**config.mk**
```make
export PLATFORM = sky130hd
export DESIGN_NAME = expansion_shiftreg_chain
export DESIGN_NICKNAME = d
export VERILOG_FILES = /design/src/rtl/expansion_pkg.sv /design/src/rtl/expansion_tick.sv /design/src/rtl/expansion_shiftreg_chain.sv
export SDC_FILE = /design/constraint.sdc
export NUM_CORES = 1
export LEC_CHECK = 0
export ABC_AREA = 1
export CORE_AREA = 4 4 50 85
export DETAILED_ROUTE_END_ITERATION = 10
export DIE_AREA = 0 0 54 89
export GPL_ROUTABILITY_DRIVEN = 1
export GPL_TIMING_DRIVEN = 1
export PLACE_DENSITY = 0.83
export SYNTH_ARGS = -nofsm -noshare
export SYNTH_HDL_FRONTEND = slang
export SYNTH_SLANG_ARGS = --single-unit
export TNS_END_PERCENT = 5
```
**constraint.sdc**
```tcl
create_clock -name clk -period 2.4 [get_ports clk]
set_input_delay 0.24 -clock clk [delete_from_list [all_inputs] [get_ports clk]]
set_output_delay 0.24 -clock clk [all_outputs]
set_load 0.01 [all_outputs]
```
**src/rtl/expansion_pkg.sv**
```systemverilog
// Shared types and helpers for the expansion shift-register plugins.
package expansion_pkg;

   typedef enum logic [1:0] {
      IDLE   = 2'd0,
      LOAD   = 2'd1,
      BIT_LO = 2'd2,
      BIT_HI = 2'd3
   } state_t;

   // Ticks spent with the load/latch line asserted at the start of a frame.
   localparam int unsigned LOAD_TICKS = 2;

   // Maps the running bit position to the vector index for the chosen bit order.
   function automatic int unsigned bit_index(input int unsigned idx,
                                             input int unsigned width,
                                             input bit          msb_first);
      return msb_first ? (width - 1 - idx) : idx;
   endfunction

endpackage

```
**src/rtl/expansion_tick.sv**
```systemverilog
// Clock-enable divider: one-clk tick every SPEED clks while run is high.
module expansion_tick #(
   parameter int unsigned SPEED = 100
) (
   input  logic clk,
   input  logic rst,
   input  logic run,
   output logic tick
);

   localparam int unsigned   CW     = (SPEED > 1) ? $clog2(SPEED) : 1;
   localparam logic [CW-1:0] RELOAD = CW'(SPEED - 1);

   logic [CW-1:0] cnt;

   // Down-counter held at reload while idle so the first tick is SPEED clks after run rises.
   always_ff @(posedge clk) begin
      if (rst || !run || (cnt == '0)) begin
         cnt <= RELOAD;
      end else begin
         cnt <= cnt - CW'(1);
      end
   end

   assign tick = run && (cnt == '0);

endmodule

```
**src/rtl/expansion_shiftreg_chain.sv**
```systemverilog
// Frame driver for daisy-chained 74HC595 outputs and 74HC165 inputs on a shared clock/load line.
module expansion_shiftreg_chain
   import expansion_pkg::*;
#(
   parameter int unsigned WIDTH       = 8,
   parameter int unsigned SPEED       = 100,
   parameter bit          MSB_FIRST   = 1'b1,
   parameter bit          LOAD_ACTIVE = 1'b0,
   parameter bit          CONTINUOUS  = 1'b1
) (
   input  logic             clk,
   input  logic             rst,
   input  logic             start,
   input  logic [WIDTH-1:0] data_out,
   output logic [WIDTH-1:0] data_in,
   output logic             SHIFT_OUT,
   input  logic             SHIFT_IN,
   output logic             SHIFT_CLK,
   output logic             SHIFT_LOAD,
   output logic             busy,
   output logic             frame_done
);

   localparam int unsigned    BW        = $clog2(WIDTH) + 1;
   localparam int unsigned    IW        = (WIDTH > 1) ? $clog2(WIDTH) : 1;
   localparam int unsigned    LCW       = (LOAD_TICKS > 1) ? $clog2(LOAD_TICKS) : 1;
   localparam logic [BW-1:0]  LAST_BIT  = BW'(WIDTH - 1);
   localparam logic [LCW-1:0] LOAD_LAST = LCW'(LOAD_TICKS - 1);
   localparam logic           LOAD_IDLE = ~LOAD_ACTIVE;

   state_t           state;
   logic [WIDTH-1:0] tx;
   logic [WIDTH-1:0] rx;
   logic [BW-1:0]    bit_cnt;
   logic [BW-1:0]    next_bit;
   logic [LCW-1:0]   load_cnt;
   logic [IW-1:0]    out_idx;
   logic [IW-1:0]    in_idx;
   logic             run;
   logic             tick;

   assign run = (state != IDLE);

   expansion_tick #(
      .SPEED (SPEED)
   ) u_tick (
      .clk  (clk),
      .rst  (rst),
      .run  (run),
      .tick (tick)
   );

   // Index of the bit to present next (first bit when leaving LOAD) and of the bit being sampled.
   always_comb begin
      next_bit = (state == LOAD) ? '0 : (bit_cnt + BW'(1));
      out_idx  = IW'(bit_index(32'(next_bit), WIDTH, MSB_FIRST));
      in_idx   = IW'(bit_index(32'(bit_cnt), WIDTH, MSB_FIRST));
   end

   // Frame sequencer: load/latch phase, then WIDTH low/high shift-clock half periods.
   always_ff @(posedge clk) begin
      if (rst) begin
         state      <= IDLE;
         SHIFT_CLK  <= 1'b0;
         SHIFT_OUT  <= 1'b0;
         SHIFT_LOAD <= LOAD_IDLE;
         data_in    <= '0;
         busy       <= 1'b0;
         frame_done <= 1'b0;
         tx         <= '0;
         rx         <= '0;
         bit_cnt    <= '0;
         load_cnt   <= '0;
      end else begin
         frame_done <= 1'b0;
         case (state)
            IDLE: begin
               if (CONTINUOUS || start) begin
                  tx         <= data_out;
                  SHIFT_LOAD <= LOAD_ACTIVE;
                  busy       <= 1'b1;
                  load_cnt   <= '0;
                  state      <= LOAD;
               end
            end
            LOAD: begin
               if (tick) begin
                  if (load_cnt == LOAD_LAST) begin
                     // Releasing the line latches the previous frame into the 595 outputs.
                     SHIFT_LOAD <= LOAD_IDLE;
                     SHIFT_OUT  <= tx[out_idx];
                     bit_cnt    <= '0;
                     state      <= BIT_LO;
                  end else begin
                     load_cnt <= load_cnt + LCW'(1);
                  end
               end
            end
            BIT_LO: begin
               if (tick) begin
                  rx[in_idx] <= SHIFT_IN;
                  SHIFT_CLK  <= 1'b1;
                  state      <= BIT_HI;
               end
            end
            BIT_HI: begin
               if (tick) begin
                  SHIFT_CLK <= 1'b0;
                  if (bit_cnt != LAST_BIT) begin
                     bit_cnt   <= next_bit;
                     SHIFT_OUT <= tx[out_idx];
                     state     <= BIT_LO;
                  end else begin
                     data_in    <= rx;
                     frame_done <= 1'b1;
                     if (CONTINUOUS) begin
                        tx         <= data_out;
                        SHIFT_LOAD <= LOAD_ACTIVE;
                        load_cnt   <= '0;
                        state      <= LOAD;
                     end else begin
                        busy  <= 1'b0;
                        state <= IDLE;
                     end
                  end
               end
            end
            default: state <= IDLE;
         endcase
      end
   end

endmodule

```
==> impl_metrics.csv <==
group,metric,value,unit
worst_setup_path,path_class,"register to register",
worst_setup_path,reg2reg_depth,8,
sta,setup_viol,0,
grt,grt_usage,16.95,%
clocking,holdBufCountCts,0,
yosys,synth_cell_types,34,
yosys,synth_warnings,0,
cells_and_area,syn2layout_area_growth,15.82,%
sta,rsz0062_at_grt,"no",
yosys,syn_area,2017,µm²
die,rows,29,
clocking,cts_buffers,5,
grt,grt_antenna_before_repair,0,
worst_setup_path,cp-endpoint,"tx[2]",
drt,avgRoutedWirePerCell,10.38,µm
die,start_util,56.15,%
yosys,async_flop_share,0,%
die,core-area,3592,µm²
worst_setup_path,cp.arrival,1.85,ns
power_and_ir_drop,p_total,0.001740,W
clocking,clkSlewWorstSetupHoldPaths,0.07,ns
sta,hold_viol,0,
worst_setup_path,cp_num_cells,8,
worst_setup_path,cp-start-kind,"register",
sta,maxSlewHeadroom,65.98,%
sta,tightestPinTransition,0.5098,ns
die,dieArea,4806,µm²
worst_setup_path,critical_path.max_fanout,16,
grt,grt_max_degree,20,
cells_and_area,stdcell_count,327,
placed_design,dp_worst_setup_slack,0.7049,ns
cells_and_area,fillerInstances,320,
die,die_w,54,µm
worst_setup_path,crit_buf_inv,0,
status,status,"complete, no violations",
min_path,worstHoldPathType,"register to register",
drt,first_pass_iters,6,
clocking,cts_max_level,2,
worst_setup_path,timing.rr.end,"tx[2]",
cells_and_area,final_nets,294,
yosys,avgSynthCellArea,7.879,µm²
drt,vias,1649,
cells_and_area,drive_gt1_share,11.74,%
yosys,synth_seq_area_share,42.68,%
worst_setup_path,reg2reg_from,"bit_cnt[0]",
grt,grt_pass1_wl,6134,µm
clocking,clock_path_buffers,2,
worst_setup_path,critPathLaunch,"bit_cnt[0]",
drt,vias_per_cell,5.043,
worst_setup_path,cpPeakStageDelay,0.40,ns
placed_design,dp_cells,319,
drt,routed_wl,3394,µm
power_and_ir_drop,ir_drop,0.5913,mV
drt,post-route-drc-count,0,
placed_design,globalplace.congestion,0.8827,
placed_design,numPortBuffers,23,
placed_design,dp.final_hpwl,2637,µm
clocking,cts_setup_buffers,0,
power_and_ir_drop,power_density,745.1,nW/µm²
clocking,cts_root_buf,"clkbuf_8",
sta,finalClockSkew,0.006329,ns
worst_setup_path,crit_required,2.57,ns
clocking,clock-sinks,43,
worst_setup_path,cp_cell_sequence,"ha_1 -> nand2_1 -> nor2_4 -> nand2_1 -> nand2_1 -> nand3_2 -> o21ai_0 -> a21oi_1",
sta,slew_viol_final,0,
drt,final_antenna_net_count,0,
die,die_y,89,µm
yosys,ys_dominant_reg_cell,"dfxtp_1",
sta,period_needed,1.677,ns
sta,fmax,0.5962,GHz
worst_setup_path,path_common_cell,"nand2_1",
yosys,synth_nets,270,
sta,period_share,69.88,%
drt,first_iter_violations,24,
clocking,cts_tree,"done",
sta,worst_slack,0.7228,ns
yosys,ys_seq_elements,43,
grt,overflow,0,
yosys,synth-edff-count,0,
die,io-pin-count,25,
clocking,worstSkewPairLatency,0.29,ns
cells_and_area,n_antenna_cell,0,
flow_run,cap_viol_max_count,0,
power_and_ir_drop,p_leak,0.9869,nW
worst_setup_path,crit_path_end_kind,"register",
clocking,post_cts_resized,0,
worst_setup_path,crit_family,"simple AND/OR/NAND/NOR gates",
sta,finalSetupTns,0,ns
grt,grt_pass1_vias,1565,
worst_setup_path,reg2reg_setup_slack,0.72,ns
worst_setup_path,crit_slowest_cell,"dfxtp_1",
yosys,syn_inst,256,
state kept, by name (all words and copies together) (netlist names), 2 cells and up:
signal,cells
bit_cnt,4
tx,8
rx,8
state,2
data_in,8
u_tick.cnt,7
cells in the mapped netlist (3+ instances only):
| cell type | n | area, µm² |
|---|---|---|
| nand2_1 | 47 | 176.4 |
| dfxtp_1 | 43 | 860.8 |
| inv_1 | 38 | 142.6 |
| nor2_1 | 27 | 101.4 |
| a21oi_1 | 16 | 80.08 |
| nand3_1 | 12 | 60.06 |
| o21ai_1 | 12 | 60.06 |
| o21ai_0 | 10 | 50.05 |
| a211oi_1 | 6 | 45.04 |
| nor2_4 | 6 | 67.56 |
| clkbuf_1 | 3 | 11.26 |
| nand2_4 | 3 | 33.78 |
cell type report:
type	count	area [µm²]	share of cell area (%)
inverter	43	163.9	7.017
sequential	43	860.8	36.85
tap	46	57.56	2.464
timing repair buffer	24	237.7	10.18
clock inverter	1	5.005	0.2142
multi-input combinational	163	934.6	40.01
clock buffer	7	76.32	3.267
logic make-up after synthesis:
family	after synthesis	synth area share, %
compound gates	48	13.65
xor+xnor	4	1.737
fa+ha+maj	2	1.240
buf+inv	50	10.98
flops	43	42.68
simple gates	109	29.71
worst reg2reg max path, cell delays in order (launching register included):
cell and delay (ns):
dfxtp_1 0.40, ha_1 0.21, nand2_1 0.10, nor2_4 0.13
nand2_1 0.08, nand2_1 0.12, nand3_2 0.23, o21ai_0 0.23
a21oi_1 0.05
per-layer routing:
| layer | share of wire, % | track usage [%] |
|---|---|---|
| met1 | 39 | 16.63 |
| met2 | 53 | 30.68 |
| met3 | 4.0 | 3.673 |
| met4 | 3.4 | 10.66 |
| met5 | 0 | 0 |
how the worst min path moves through the flow:
stage / start / to / slack (ns) / cells past startpoint
2_1_floorplan: u_tick.cnt[0] / u_tick.cnt[0] / 0.37 / 1
3_3_place_gp: u_tick.cnt[0] / u_tick.cnt[0] / 0.37 / 1
3_5_place_dp: u_tick.cnt[0] / u_tick.cnt[0] / 0.38 / 1
4_1_cts: u_tick.cnt[0] / u_tick.cnt[0] / 0.40 / 1
5_1_grt: u_tick.cnt[0] / u_tick.cnt[0] / 0.41 / 1
6_report: u_tick.cnt[0] / u_tick.cnt[0] / 0.40 / 1
metrics by stage:
stage / instance area, µm² / utilization (%) / hold slack [ns]
detailed placement: 2255 / 62.77 / 0.3793
CTS: 2336 / 65.03 / 0.3980
global route: 2336 / 65.03 / 0.4125
global placement: 2255 / 62.77 / 0.3745
finish: 2336 / 65.03 / 0.3955
floorplan: 2017 / - / 0.3656
placed cells by master, fill, tap and decap left out, types with 6 or more instances in the layout:
master | netlist | layout
nor2_1 | 27 | 27
clkdlybuf4s50_1 | 0 | 23
nor2_4 | 6 | 6
nand3_1 | 12 | 12
a21oi_1 | 16 | 16
a211oi_1 | 6 | 6
inv_1 | 38 | 38
o21ai_0 | 10 | 10
nand2_1 | 47 | 47
o21ai_1 | 12 | 12
dfxtp_1 | 43 | 43
where the power goes:
group          switching (W)  leakage [nW]  internal [W]
clock network       0.000227        0.0422      0.000204
logic               0.000285         0.595      0.000159
registers          0.0000611         0.350      0.000804
Note: power is estimated with default switching activity, not from simulation.
